**src/rtl/seg_scan_mux_if.sv**
```systemverilog
// rtl/seg_scan_mux_if.sv - digit-code inputs and multiplexed segment outputs of the display scanner
// blink_mask exists only when SCAN_BLINK_EN is defined.
interface seg_scan_mux_if;
  logic [6:0] in_sec_l;
  logic [6:0] in_sec_h;
  logic [6:0] in_min_l;
  logic [6:0] in_min_h;
  logic [6:0] in_hour;
  logic [3:0] brightness;
`ifdef SCAN_BLINK_EN
  logic [4:0] blink_mask;
`endif
  logic [6:0] seg;
  logic [4:0] dig_en;
  logic       frame_start;

  modport master (
    output in_sec_l, in_sec_h, in_min_l, in_min_h, in_hour, brightness,
`ifdef SCAN_BLINK_EN
    output blink_mask,
`endif
    input  seg, dig_en, frame_start
  );

  modport slave (
    input  in_sec_l, in_sec_h, in_min_l, in_min_h, in_hour, brightness,
`ifdef SCAN_BLINK_EN
    input  blink_mask,
`endif
    output seg, dig_en, frame_start
  );
endinterface

```
**src/rtl/seg_scan_mux.sv**
```systemverilog
// rtl/seg_scan_mux.sv - five-digit 7-segment scanner with PWM brightness and per-frame shadowing
// Optional digit blinking is enabled by defining SCAN_BLINK_EN.
module seg_scan_mux #(
  parameter int TICK_DIV   = 625
`ifdef SCAN_BLINK_EN
  , parameter int BLINK_HALF = 500
`endif
) (
  input  logic           clk,
  input  logic           reset,
  seg_scan_mux_if.slave  bus
);

  localparam int PW = (TICK_DIV > 1) ? $clog2(TICK_DIV) : 1;
  localparam logic [PW-1:0] PRESC_MAX = PW'(TICK_DIV - 1);

  logic [PW-1:0] presc_q, presc_d;
  logic [3:0]    sub_q, sub_d;
  logic [2:0]    dig_q, dig_d;
  logic [6:0]    sh_code_q [5];
  logic [6:0]    sh_code_d [5];
  logic [3:0]    sh_bright_q, sh_bright_d;
  logic [6:0]    seg_q, seg_d;
  logic [4:0]    dig_en_q, dig_en_d;
  logic          frame_start_q, frame_start_d;

  logic          presc_wrap;
  logic          sub_wrap;
  logic          frame_end;
  logic [4:0]    dig_oh;
  logic [6:0]    code_sel;
  logic          lit;

`ifdef SCAN_BLINK_EN
  localparam int FW = (BLINK_HALF > 1) ? $clog2(BLINK_HALF) : 1;
  localparam logic [FW-1:0] FCNT_MAX = FW'(BLINK_HALF - 1);

  logic [FW-1:0] fcnt_q, fcnt_d;
  logic          phase_q, phase_d;
  logic [4:0]    sh_mask_q, sh_mask_d;
`endif

  always_comb begin
    presc_wrap = (presc_q == PRESC_MAX);
    sub_wrap   = presc_wrap && (sub_q == 4'd15);
    frame_end  = sub_wrap && (dig_q == 3'd4);

    presc_d = presc_wrap ? '0 : presc_q + 1'b1;
    sub_d   = presc_wrap ? sub_q + 4'd1 : sub_q;
    dig_d   = dig_q;
    if (sub_wrap) begin
      dig_d = (dig_q == 3'd4) ? 3'd0 : dig_q + 3'd1;
    end

    // Shadow everything the decode uses at the frame boundary so a frame is never torn.
    sh_code_d   = sh_code_q;
    sh_bright_d = sh_bright_q;
    if (frame_end) begin
      sh_code_d[0] = bus.in_sec_l;
      sh_code_d[1] = bus.in_sec_h;
      sh_code_d[2] = bus.in_min_l;
      sh_code_d[3] = bus.in_min_h;
      sh_code_d[4] = bus.in_hour;
      sh_bright_d  = bus.brightness;
    end

    case (dig_q)
      3'd0:    begin dig_oh = 5'b00001; code_sel = sh_code_q[0]; end
      3'd1:    begin dig_oh = 5'b00010; code_sel = sh_code_q[1]; end
      3'd2:    begin dig_oh = 5'b00100; code_sel = sh_code_q[2]; end
      3'd3:    begin dig_oh = 5'b01000; code_sel = sh_code_q[3]; end
      3'd4:    begin dig_oh = 5'b10000; code_sel = sh_code_q[4]; end
      default: begin dig_oh = 5'b00000; code_sel = 7'd0;         end
    endcase

    // sub=15 never satisfies sub<brightness, giving dark time around every digit change.
    lit = (sub_q < sh_bright_q);

`ifdef SCAN_BLINK_EN
    fcnt_d    = fcnt_q;
    phase_d   = phase_q;
    sh_mask_d = sh_mask_q;
    if (frame_end) begin
      sh_mask_d = bus.blink_mask;
      if (fcnt_q == FCNT_MAX) begin
        fcnt_d  = '0;
        phase_d = ~phase_q;
      end else begin
        fcnt_d = fcnt_q + 1'b1;
      end
    end
    if (phase_q && ((sh_mask_q & dig_oh) != 5'd0)) begin
      lit = 1'b0;
    end
`endif

    seg_d         = lit ? code_sel : 7'd0;
    dig_en_d      = lit ? dig_oh : 5'd0;
    frame_start_d = (presc_q == '0) && (sub_q == 4'd0) && (dig_q == 3'd0);
  end

  always_ff @(posedge clk) begin
    if (reset) begin
      presc_q       <= '0;
      sub_q         <= 4'd0;
      dig_q         <= 3'd0;
      sh_code_q     <= '{default: 7'd0};
      sh_bright_q   <= 4'd0;
      seg_q         <= 7'd0;
      dig_en_q      <= 5'd0;
      frame_start_q <= 1'b0;
`ifdef SCAN_BLINK_EN
      fcnt_q        <= '0;
      phase_q       <= 1'b0;
      sh_mask_q     <= 5'd0;
`endif
    end else begin
      presc_q       <= presc_d;
      sub_q         <= sub_d;
      dig_q         <= dig_d;
      sh_code_q     <= sh_code_d;
      sh_bright_q   <= sh_bright_d;
      seg_q         <= seg_d;
      dig_en_q      <= dig_en_d;
      frame_start_q <= frame_start_d;
`ifdef SCAN_BLINK_EN
      fcnt_q        <= fcnt_d;
      phase_q       <= phase_d;
      sh_mask_q     <= sh_mask_d;
`endif
    end
  end

  assign bus.seg         = seg_q;
  assign bus.dig_en      = dig_en_q;
  assign bus.frame_start = frame_start_q;

endmodule
```
**src/flat_wrapper.sv**
```systemverilog
// flat-port wrapper written by rule: the top's interface ports become plain ports
module seg_scan_mux_flat 
#(
  parameter int TICK_DIV   = 625

)
  (clk, reset, bus_in_sec_l, bus_in_sec_h, bus_in_min_l, bus_in_min_h, bus_in_hour, bus_brightness, bus_seg, bus_dig_en, bus_frame_start);
  seg_scan_mux_if bus_i ();
  input  logic clk;
  input  logic reset;
  input wire logic [$bits(bus_i.in_sec_l)-1:0] bus_in_sec_l;
  input wire logic [$bits(bus_i.in_sec_h)-1:0] bus_in_sec_h;
  input wire logic [$bits(bus_i.in_min_l)-1:0] bus_in_min_l;
  input wire logic [$bits(bus_i.in_min_h)-1:0] bus_in_min_h;
  input wire logic [$bits(bus_i.in_hour)-1:0] bus_in_hour;
  input wire logic [$bits(bus_i.brightness)-1:0] bus_brightness;
  output wire logic [$bits(bus_i.seg)-1:0] bus_seg;
  output wire logic [$bits(bus_i.dig_en)-1:0] bus_dig_en;
  output wire logic [$bits(bus_i.frame_start)-1:0] bus_frame_start;
  assign bus_i.in_sec_l = bus_in_sec_l;
  assign bus_i.in_sec_h = bus_in_sec_h;
  assign bus_i.in_min_l = bus_in_min_l;
  assign bus_i.in_min_h = bus_in_min_h;
  assign bus_i.in_hour = bus_in_hour;
  assign bus_i.brightness = bus_brightness;
  assign bus_seg = bus_i.seg;
  assign bus_dig_en = bus_i.dig_en;
  assign bus_frame_start = bus_i.frame_start;
  seg_scan_mux #(.TICK_DIV(TICK_DIV)) u_core (.clk(clk), .reset(reset), .bus(bus_i));
endmodule
```
**config.mk**
```make
export PLATFORM = sky130hd
export DESIGN_NAME = seg_scan_mux_flat
export DESIGN_NICKNAME = d
export VERILOG_FILES = /design/src/rtl/seg_scan_mux_if.sv /design/src/rtl/seg_scan_mux.sv /design/src/flat_wrapper.sv
export SDC_FILE = /design/constraint.sdc
export NUM_CORES = 1
export LEC_CHECK = 0
export CORE_ASPECT_RATIO = 1.4
export CORE_MARGIN = 3
export CORE_UTILIZATION = 48
export CTS_CLUSTER_SIZE = 40
export DETAILED_ROUTE_END_ITERATION = 12
export GPL_TIMING_DRIVEN = 1
export PLACE_DENSITY = 0.74
export SLEW_MARGIN = 20
export SYNTH_ARGS = -nofsm -noshare
export SYNTH_HDL_FRONTEND = slang
export SYNTH_SLANG_ARGS = --single-unit
```
**constraint.sdc**
```tcl
create_clock -name clk -period 3.1 [get_ports clk]
set_input_delay 0.62 -clock clk [delete_from_list [all_inputs] [get_ports clk]]
set_output_delay 0.62 -clock clk [all_outputs]
set_load 0.1 [all_outputs]
```
# After elaboration in Yosys (flattened, before gate mapping)
# Index checks and enable logic that the tools add are counted.
op_classes:
  n_addsub: 3
  bitwise: 1
  shifts: 0
  n_reduce_logical: 9
  n_div: 0
  n_lt_le_gt_ge: 1
  n_eq_ne: 6
  n_mux: 3
  mul: 0
ops:
  columns: ["op", "n"]
  rows:
  - ["$pmux 7 s5", 1]
  - ["$pmux 5 s5", 1]
  - ["$add 10x1->10 const B", 1]
  - ["$eq 10x10->1 const B", 1]
  - ["$logic_not 10->1", 1]
  - ["$eq 3x2->1 const B", 2]
  - ["$add 4x1->4 const B", 1]
  - ["$eq 4x4->1 const B", 1]
  - ["$logic_and 1x1->1", 4]
  - ["$logic_not 4->1", 1]
  - ["$lt 4x4->1", 1]
  - ["$reduce_or 2->1", 2]
  - ["$add 3x1->3 const B", 1]
  - ["$eq 3x1->1 const B", 1]
  - ["$eq 3x3->1 const B", 1]
  - ["$logic_not 3->1", 1]
  - ["$mux 3", 1]
  - ["$not 1->1", 1]
totals:
  inputBits: 41
  reg_bits: 69
  word_cells: 35
  ramBits: 0
  latch_bits: 0
  rom_bits: 0
  mem_count: 0
  out_inout_bits: 13

# Depth between registers and ports, before layout
# Gate-level depths: netlist of the first run.
logic_depth:
  ltp_word: 3
  ltp_mapped: 8
  mapped_depth_nobuf: 5

# Worst setup path before layout of the first run
# No wires, ideal clock.
synth_timing:
  path_kind: "reg-to-reg"
  startpoint: "reg u_core.presc_q[0]"
  endpoint: "reg u_core.sh_bright_q[0]"
  path_stages_with_launch: 9
  t_arrival_ns: 1.822
  setup_slack_ns: 1.206
  setup_ns: 0.072
  period_less_slack_ns: 1.894
  required_ns: 3.028
  path_buffers: 3
  path_cell_list: "dfxtp_1 inv_1 ha_1 or3b_1 buf_2 nor4_4 buf_6 buf_8 mux2i_1"
synth_via:
  elab_chain_len: 3
synth_lines:
  columns: ["element", "line_no", "rtl"]
  rows:
  - ["start, declared", "seg_scan_mux.sv:17", "logic [PW-1:0] presc_q, presc_d;"]
  - ["start signal, assigned", "seg_scan_mux.sv:118", "presc_q <= presc_d;"]
  - ["$eq 10x10->1", "seg_scan_mux.sv:44", "presc_wrap = (presc_q == PRESC_MAX);"]
  - ["$logic_and 1x1->1", "seg_scan_mux.sv:45", "sub_wrap = presc_wrap && (sub_q == 4'd15);"]
  - ["$logic_and 1x1->1", "seg_scan_mux.sv:46", "frame_end = sub_wrap && (dig_q == 3'd4);"]
  - ["end signal, assigned", "seg_scan_mux.sv:122", "sh_bright_q <= sh_bright_d;"]
  - ["end, declared", "seg_scan_mux.sv:22", "logic [3:0] sh_bright_q, sh_bright_d;"]
# No other way between the ends.
# A chain may end at the register's enable or synchronous reset.

# Worst setup path after layout of the first run
layout_timing:
  startpoint: "reg u_core.dig_q[0]"
  endpoint: "reg u_core.sh_code_q[34] in the netlist's numbering"
layout_via:
  elab_chain_len: 2
layout_lines:
  columns: ["element", "line_no", "rtl"]
  rows:
  - ["start, declared", "seg_scan_mux.sv:19", "logic [2:0] dig_q, dig_d;"]
  - ["start signal, assigned", "seg_scan_mux.sv:120", "dig_q <= dig_d;"]
  - ["$eq 3x3->1", "seg_scan_mux.sv:46", null]
  - ["$logic_and 1x1->1", "seg_scan_mux.sv:46", null]
  - ["end signal, assigned", "seg_scan_mux.sv:121", "sh_code_q <= sh_code_d;"]
  - ["end, declared", "seg_scan_mux.sv:20", "logic [6:0] sh_code_q [5];"]
# No other way between the ends.

==> results of run 1 <==
[sequential cells by signal, summed over array words and instances (netlist names)]
name,flops
u_core.sh_code_q,35
u_core.bus.seg,7
u_core.bus.dig_en,5
u_core.bus.frame_start,1
u_core.sub_q,4
u_core.sh_bright_q,4
u_core.dig_q,3
u_core.presc_q,10
[placed cells by master (no fill, tap or decap), types with 2 or more instances in the layout]
cell type	netlist	layout
clkbuf_8	0	11
nor4_1	4	4
o21ai_0	6	5
o21a_1	6	6
nand2_1	88	88
nand3_1	6	6
mux2_2	4	4
nor2_1	12	12
ha_1	12	12
mux2i_1	43	43
buf_12	0	2
dfxtp_1	69	69
or3_1	5	5
a211oi_1	11	11
nand4_1	3	3
clkdlybuf4s50_1	0	40
nor2b_1	3	3
buf_4	2	14
clkbuf_1	18	2
a32oi_1	6	6
a222oi_1	7	7
inv_1	19	19
a21oi_1	7	7
xnor2_1	2	2
[stage by stage]
stage	cells	instance area, um2	setup WS (ns)	util, %
floorplan	352	3160	1.21	-
global placement	455	3680	0.767	58.4
detailed placement	455	3680	0.630	58.4
CTS	471	3880	0.888	61.6
global route	471	3880	0.777	61.6
finish	471	3880	0.937	61.6
[worst min-delay path, stage by stage, from the launching register on]
cell	delay [ns]
dfxtp_1	0.31
nand2_1	0.05
mux2i_1	0.05
[cells in the mapped netlist, drive strengths merged]
cell     instances
nand2           88
dfxtp           69
mux2i           43
inv             20
clkbuf          18
ha              12
nor2            12
a211oi          11
a21oi            7
a222oi           7
buf              7
a32oi            6
nand3            6
nor4             6
o21a             6
o21ai            6
or3              5
mux2             4
nand4            3
nor2b            3
o31ai            2
xnor2            2
a22o             1
and4             1
nand4bb          1
nor3             1
nor4b            1
or2              1
or3b             1
or4              1
xor2             1
[per-layer routing]
metal / GRT usage (%) / vias to the layer above
met3: 4.82 / 13
li1: - / 1296
met1: 23.0 / 1217
met5: 0 / -
met4: 8.77 / 0
met2: 33.5 / 53
[layout make-up]
type | count | area share [%]
multi-input cells | 238 | 40.9
flip-flops and latches | 69 | 35.6
repair buffers | 56 | 14.1
clock buffers | 13 | 4.10
well taps | 72 | 2.32
inverters | 20 | 1.93
clock inverters | 3 | 1.13
[cells by family (layout without fill, tap and decap cells)]
kind of cell	after synthesis	after routing	share of synthesized area, %
xor+xnor	3	3	0.831
buf+inv	45	92	6.21
mux	47	47	15.0
fa+ha+maj	12	12	4.75
compound gates	46	46	10.9
simple gates	130	130	18.6
flops	69	69	43.7
[path summary, 6_finish.rpt]
path,from,to,slack (ns),depth (start not counted)
setup / recovery,u_core.dig_q[0],u_core.sh_code_q[34],0.94,6
hold / removal,u_core.sh_code_q[1],u_core.sh_code_q[1],0.46,2
setup reg to reg,u_core.dig_q[0],u_core.sh_code_q[34],0.94,6
hold reg to reg,u_core.sh_code_q[1],u_core.sh_code_q[1],0.46,2
[power groups by stage]
| stage | Clock [mW] | Combinational, mW | Sequential, mW |
|---|---|---|---|
| global route | 0.794 | 0.129 | 0.896 |
| finish | 0.742 | 0.117 | 0.895 |
| detailed placement | 0 | 0.118 | 0.916 |
| global placement | 0 | 0.117 | 0.915 |
| floorplan | 0 | 0.0468 | 0.924 |
| CTS | 0.760 | 0.118 | 0.895 |
==> key figures, run 1 <==
CTS
  • Post-CTS sizing: 0
  • CTS tree: built
  • Clock sink total: slightly below 70
  • Post-CTS Setup Inserts: 0
  • Root Driver: clkbuf_8
  • Hold buffer count at cts: 0
  • Num CTS Buffers: 9
  • Clock insertion delay at the later pin of the skew report: 0.34 ns
  • Clk slew on worst S/H paths: approximately 0.070 ns
  • Clock Tree Buf Depth: 2
  • H-tree Lvls: 3

Routing
  • Met2 routed WL: 3.73 mm
  • Routed met1 length: approximately 2.8 mm
  • First DRT Iteration DRCs: 171
  • Vias per cell: about 5.5
  • Drc violations: 0
  • ANT nets after route: 0
  • Routed wl met3: ~270 um
  • Max layer used: met4
  • Pre-antenna DRT Iters: 4
  • Per-cell routed wire length: roughly 15 um
  • Routed WL: 6.99 mm
  • Via count: about 2,600

Global route
  • Vias in the first global route: around 2,500
  • Global-route wire length before repair: about 11 mm
  • Gr ovfl total: 0
  • Largest net degree at the start of global routing: 86
  • GRT Overall Usage: 19.7%
  • Antenna violations before repair: 0

Power
  • Logic gate share of total power: roughly 6.7%
  • Reg power frac: 51.0%
  • Net Switching: approximately 0.38 mW
  • Leakage power total: approximately 1.4 nW
  • Pwr Density: around 450 mW/mm2
  • Clock network fraction of total power: 42.3%
  • Net Sw Frac: 21.9%
  • Int Power: between 1 and 1.5 mW
  • Power, Total: about 1.8 mW
  • Max VDD drop: between 0.3 and 0.4 mV

Layout
  • Antenna fix cells: 0
  • Nets: 447
  • Share of layout cells above drive strength 1: about a tenth
  • Syn-to-layout area delta: 22.7%
  • Fillers: approximately 560
  • FF/Latch Area: 0.00138 mm2
  • Multi-input gate area: ~0.0016 mm2

Timing
  • Final cycle utilization of the critical path: a little over two thirds
  • Worst hold margin: 0.459 ns
  • Final TNS setup: 0 ns
  • FMAX: around 0.46 GHz
  • Final hold viol count: 0
  • Unrepaired setup endpoints after global routing: no
  • Setup Viol. Count Final: 0
  • Final min period: 2.16 ns
  • Slew HR: approximately 45%
  • Count of final max-slew check failures: 0
  • Worst Tran Pin Value: a little over 0.8 ns
  • Clk_skew: about 0.0076 ns

Critical path
  • Worst setup SP type: flip-flop
  • Delay of the slowest critical-path stage: between 0.5 and 0.6 ns
  • Critical Path AT: 2.43 ns
  • Crit-path slowest cell: ha_1
  • Crit path cell chain: inv_1 > ha_1 > nand4bb_1 > nor4_4 > buf_12 > mux2i_1
  • Worst path required time: between 3 and 4 ns
  • Cell family with most CP delay: adder cells
  • Critical Path End Type: flip-flop
  • WP buf/inv: 2
  • Worst Path Max Fanout: 39
  • Crit path kind: flip-flop to flip-flop

Placement
  • HPWL Detailed: 4.97 mm
  • Final Wtd Congestion: ~0.86
  • IO buf count: 53

Synth
  • Part of the Yosys area used for sequential elements: between 40 and 50%
  • Largest area contributor in the netlist: dfxtp_1
  • Gate Count Post-Synth: about 350
  • Ys Warns: 0
  • Top cell type's share of synthesized area: roughly 44%
  • Post-Syn Area: about 0.0032 mm2
  • Area contributors post-synth: dfxtp_1 (44%), mux2i_1 (14%), nand2_1 (10%)
  • Count of cell types in the netlist: 39
  • Seq cells post-synth: between 60 and 70
  • Syn Area/Cell: about 9.0 um2
  • Net Count, Synth: ~410

Run
  • Max-cap violations: 0

Floorplan
  • Core area: about 0.0063 mm2
  • # IOs: 54
  • Rows: 34
  • Die Height: around 100 um
  • Die area: between 0.007 and 0.008 mm2
  • Die width: ~75 um
  • Initial core utilization: 50.2%

Run status
  • Status: complete, no violations

Worst hold path
  • Hold crit path type: flip-flop to flip-flop
Note: power is estimated with default switching activity, not from simulation.
==> inputs of run 2 (changes only) <==
clock period = 2.3 ns   (was 3.1 ns; I/O delays follow)
==> run 2 against run 1 <==
  * Maximum frequency up 5.5%
  * Clock power up 37%
  * Via count up 1.7%
  * Flip-flop and latch count unchanged
  * Clock skew down 0.0019 ns
  * Setup slack worse by 0.69 ns
  * Register-to-register slack worse by 0.69 ns
  * Sequential share of layout area down 0.49 points
  * Largest power group unchanged
  * Highest routed layer unchanged
==> key figures, run 2 (same netlist as run 1, synthesis figures left out) <==
Run status
  • Status: complete, no violations

Critical path
  • FF-to-FF Start: u_core.presc_q[0]
  • Crit. Startpoint: u_core.presc_q[0]
  • Worst setup SP type: flip-flop
  • Reg2reg setup slack: 0.25 ns (-0.69 ns)
  • Critical Path AT: 2.32 ns (-0.11 ns)
  • Critical Path End Type: flip-flop
  • Worst path required time: 2.57 ns (-0.80 ns)
  • Cell family with most CP delay: simple AND/OR/NAND/NOR gates
  • Crit. path cell count: 6 (unchanged)
  • R2R Path End: u_core.sh_code_q[23]
  • WP buf/inv: 2 (unchanged)
  • Worst Path Max Fanout: 39 (unchanged)
  • Crit path kind: flip-flop to flip-flop
  • Crit path to: u_core.sh_code_q[23]
  • Crit path cell chain: inv_1 > ha_1 > or3b_1 > nor4_4 > buf_12 > mux2i_1
  • Worst Reg-to-Reg Cells: 6 (unchanged)
  • Delay of the slowest critical-path stage: 0.49 ns (-0.10 ns)
  • Crit-path slowest cell: or3b_1

Floorplan
  • Die width: 74.6 um (unchanged)
  • Core area: 0.00630 mm2 (unchanged)
  • Die Height: 102 um (unchanged)
  • Die area: 0.00761 mm2 (unchanged)
  • # IOs: 54 (unchanged)
  • Rows: 34 (unchanged)
  • Initial core utilization: 50.2% (unchanged)

CTS
  • Clock sink total: 69 (unchanged)
  • Num CTS Buffers: 9 (unchanged)
  • Root Driver: clkbuf_8
  • Post-CTS sizing: 0 (unchanged)
  • H-tree Lvls: 3 (unchanged)
  • Clk slew on worst S/H paths: 0.07 ns (about the same)
  • Post-CTS Setup Inserts: 0 (unchanged)
  • Clock insertion delay at the later pin of the skew report: 0.34 ns (about the same)
  • Hold buffer count at cts: 0 (unchanged)
  • CTS tree: built
  • Clock Tree Buf Depth: 2 (unchanged)

Power
  • Max VDD drop: 0.347 mV (+1.6%)
  • Pwr Density: 607 mW/mm2 (+34%)
  • Leakage power total: 1.43 nW (+2.8%)

Timing
  • Worst Tran Pin Value: 0.494 ns (-0.330 ns)
  • Final hold viol count: 0 (unchanged)
  • Setup Viol. Count Final: 0 (unchanged)
  • Final min period: 2.05 ns (-0.113 ns)
  • Clk_skew: 0.00572 ns (-0.00188 ns)
  • Final cycle utilization of the critical path: 89.1% (+19 points)
  • Slew HR: 66.8% (+22 points)
  • Unrepaired setup endpoints after global routing: no
  • FMAX: 0.488 GHz (+5.5%)
  • Final TNS setup: 0 ns (unchanged)
  • Count of final max-slew check failures: 0 (unchanged)

Placement
  • Placed inst area: 0.00372 mm2 (+1.3%)
  • Final Wtd Congestion: 0.811 (-5.5%)
  • HPWL Detailed: 5.24 mm (+5.4%)
  • IO buf count: 53 (unchanged)

Layout
  • Commonest cells after routing, fill and taps aside: nand2_1 (88), dfxtp_1 (69), mux2i_1 (43)
  • Share of layout cells above drive strength 1: 12.0% (+2.3 points)
  • Largest Register: u_core.sh_code_q
  • Fin area: 0.00393 mm2 (+1.4%)
  • Syn-to-layout area delta: 24.4%
  • Nets: 455 (+1.8%)
  • Antenna fix cells: 0 (unchanged)
  • Max reg flops: 35 (unchanged)
  • Most common cell after layout, fill and taps aside: nand2_1

Routing
  • Via count: 2,622 (+1.7%)
  • First DRT Iteration DRCs: 125 (-27%)
  • ANT nets after route: 0 (unchanged)
  • Per-cell routed wire length: 14.6 um (-1.8%)
  • Routed WL: 6.98 mm (-0.10%)
  • Pre-antenna DRT Iters: 5 (+1)
  • Vias per cell: 5.47 (about the same)
  • Drc violations: 0 (unchanged)

Global route
  • Largest net degree at the start of global routing: 40 (-53%)
  • Antenna violations before repair: 0 (unchanged)
  • Global-route wire length before repair: 11.3 mm (about the same)
  • Vias in the first global route: 2,543 (+3.4%)
  • Gr ovfl total: 0 (unchanged)
  • GRT Overall Usage: 19.7% (about the same)

Worst hold path
  • Hold crit path type: flip-flop to flip-flop

Run
  • Max-cap violations: 0 (unchanged)
run 2: changes by cell type in the layout (fill, tap and decap cells not counted):
cell      previous run  this run
o21ai_0              5         6
buf_4               14        23
clkinv_2             1         2
buf_12               2         1
inv_6                0         1
o21ai_1              1         0
clkbuf_1             2         0
run 2: area by class of cell:
type                            instances  area (um2)
Clock buffer                           11         151
Inverter                               20        75.1
Multi-Input combinational cell        238        1590
Fill cell                             562        2360
Clock inverter                          5        57.6
Tap cell                               72        90.1
Timing Repair Buffer                   64         593
Sequential cell                        69        1380
run 2: power by group:
part | leakage [nW] | total, mW | internal (mW) | switching, mW
combinational | 0.762 | 0.164 | 0.0872 | 0.0766
clock | 0.110 | 1.02 | 0.562 | 0.456
sequential | 0.556 | 1.21 | 1.20 | 0.00612
total | 1.43 | 2.39 | 1.85 | 0.539
run 2: worst min-delay path by stage:
stage                     depth (start not counted)                   from               endpoint
after floorplan                                   2  u_core.sh_bright_q[0]  u_core.sh_bright_q[0]
after global placement                            2   u_core.sh_code_q[15]   u_core.sh_code_q[15]
after detailed placement                          2   u_core.sh_code_q[16]   u_core.sh_code_q[16]
after CTS                                         2   u_core.sh_code_q[26]   u_core.sh_code_q[26]
after global routing                              2    u_core.sh_code_q[5]    u_core.sh_code_q[5]
final                                             2   u_core.sh_code_q[26]   u_core.sh_code_q[26]
run 2: per-stage QoR:
step	power, mW	std cells	utilization (%)	worst slack [ns]	hold WS [ns]
6_report	2.39	479	62.5	0.250	0.460
3_5_place_dp	1.40	463	59.2	0.269	0.450
2_1_floorplan	1.31	352	-	0.406	0.430
5_1_grt	2.47	479	62.5	0.110	0.483
3_3_place_gp	1.40	463	59.2	0.324	0.442
4_1_cts	2.41	479	62.5	0.238	0.461
run 2: worst min-delay path: cells and delay by family, from the launching register on:
family        cells  cell delay (ns)
flops             1             0.31
simple gates      1             0.05
mux               1             0.05
run 2: metal layers:
| metal | track usage, % | wire, um | up-vias |
|---|---|---|---|
| li1 | - | - | 1312 |
| met1 | 21.5 | 2810 | 1234 |
| met2 | 34.5 | 3750 | 58 |
| met3 | 4.53 | 218 | 18 |
| met4 | 10.5 | 203 | 0 |
| met5 | 0 | 0 | - |
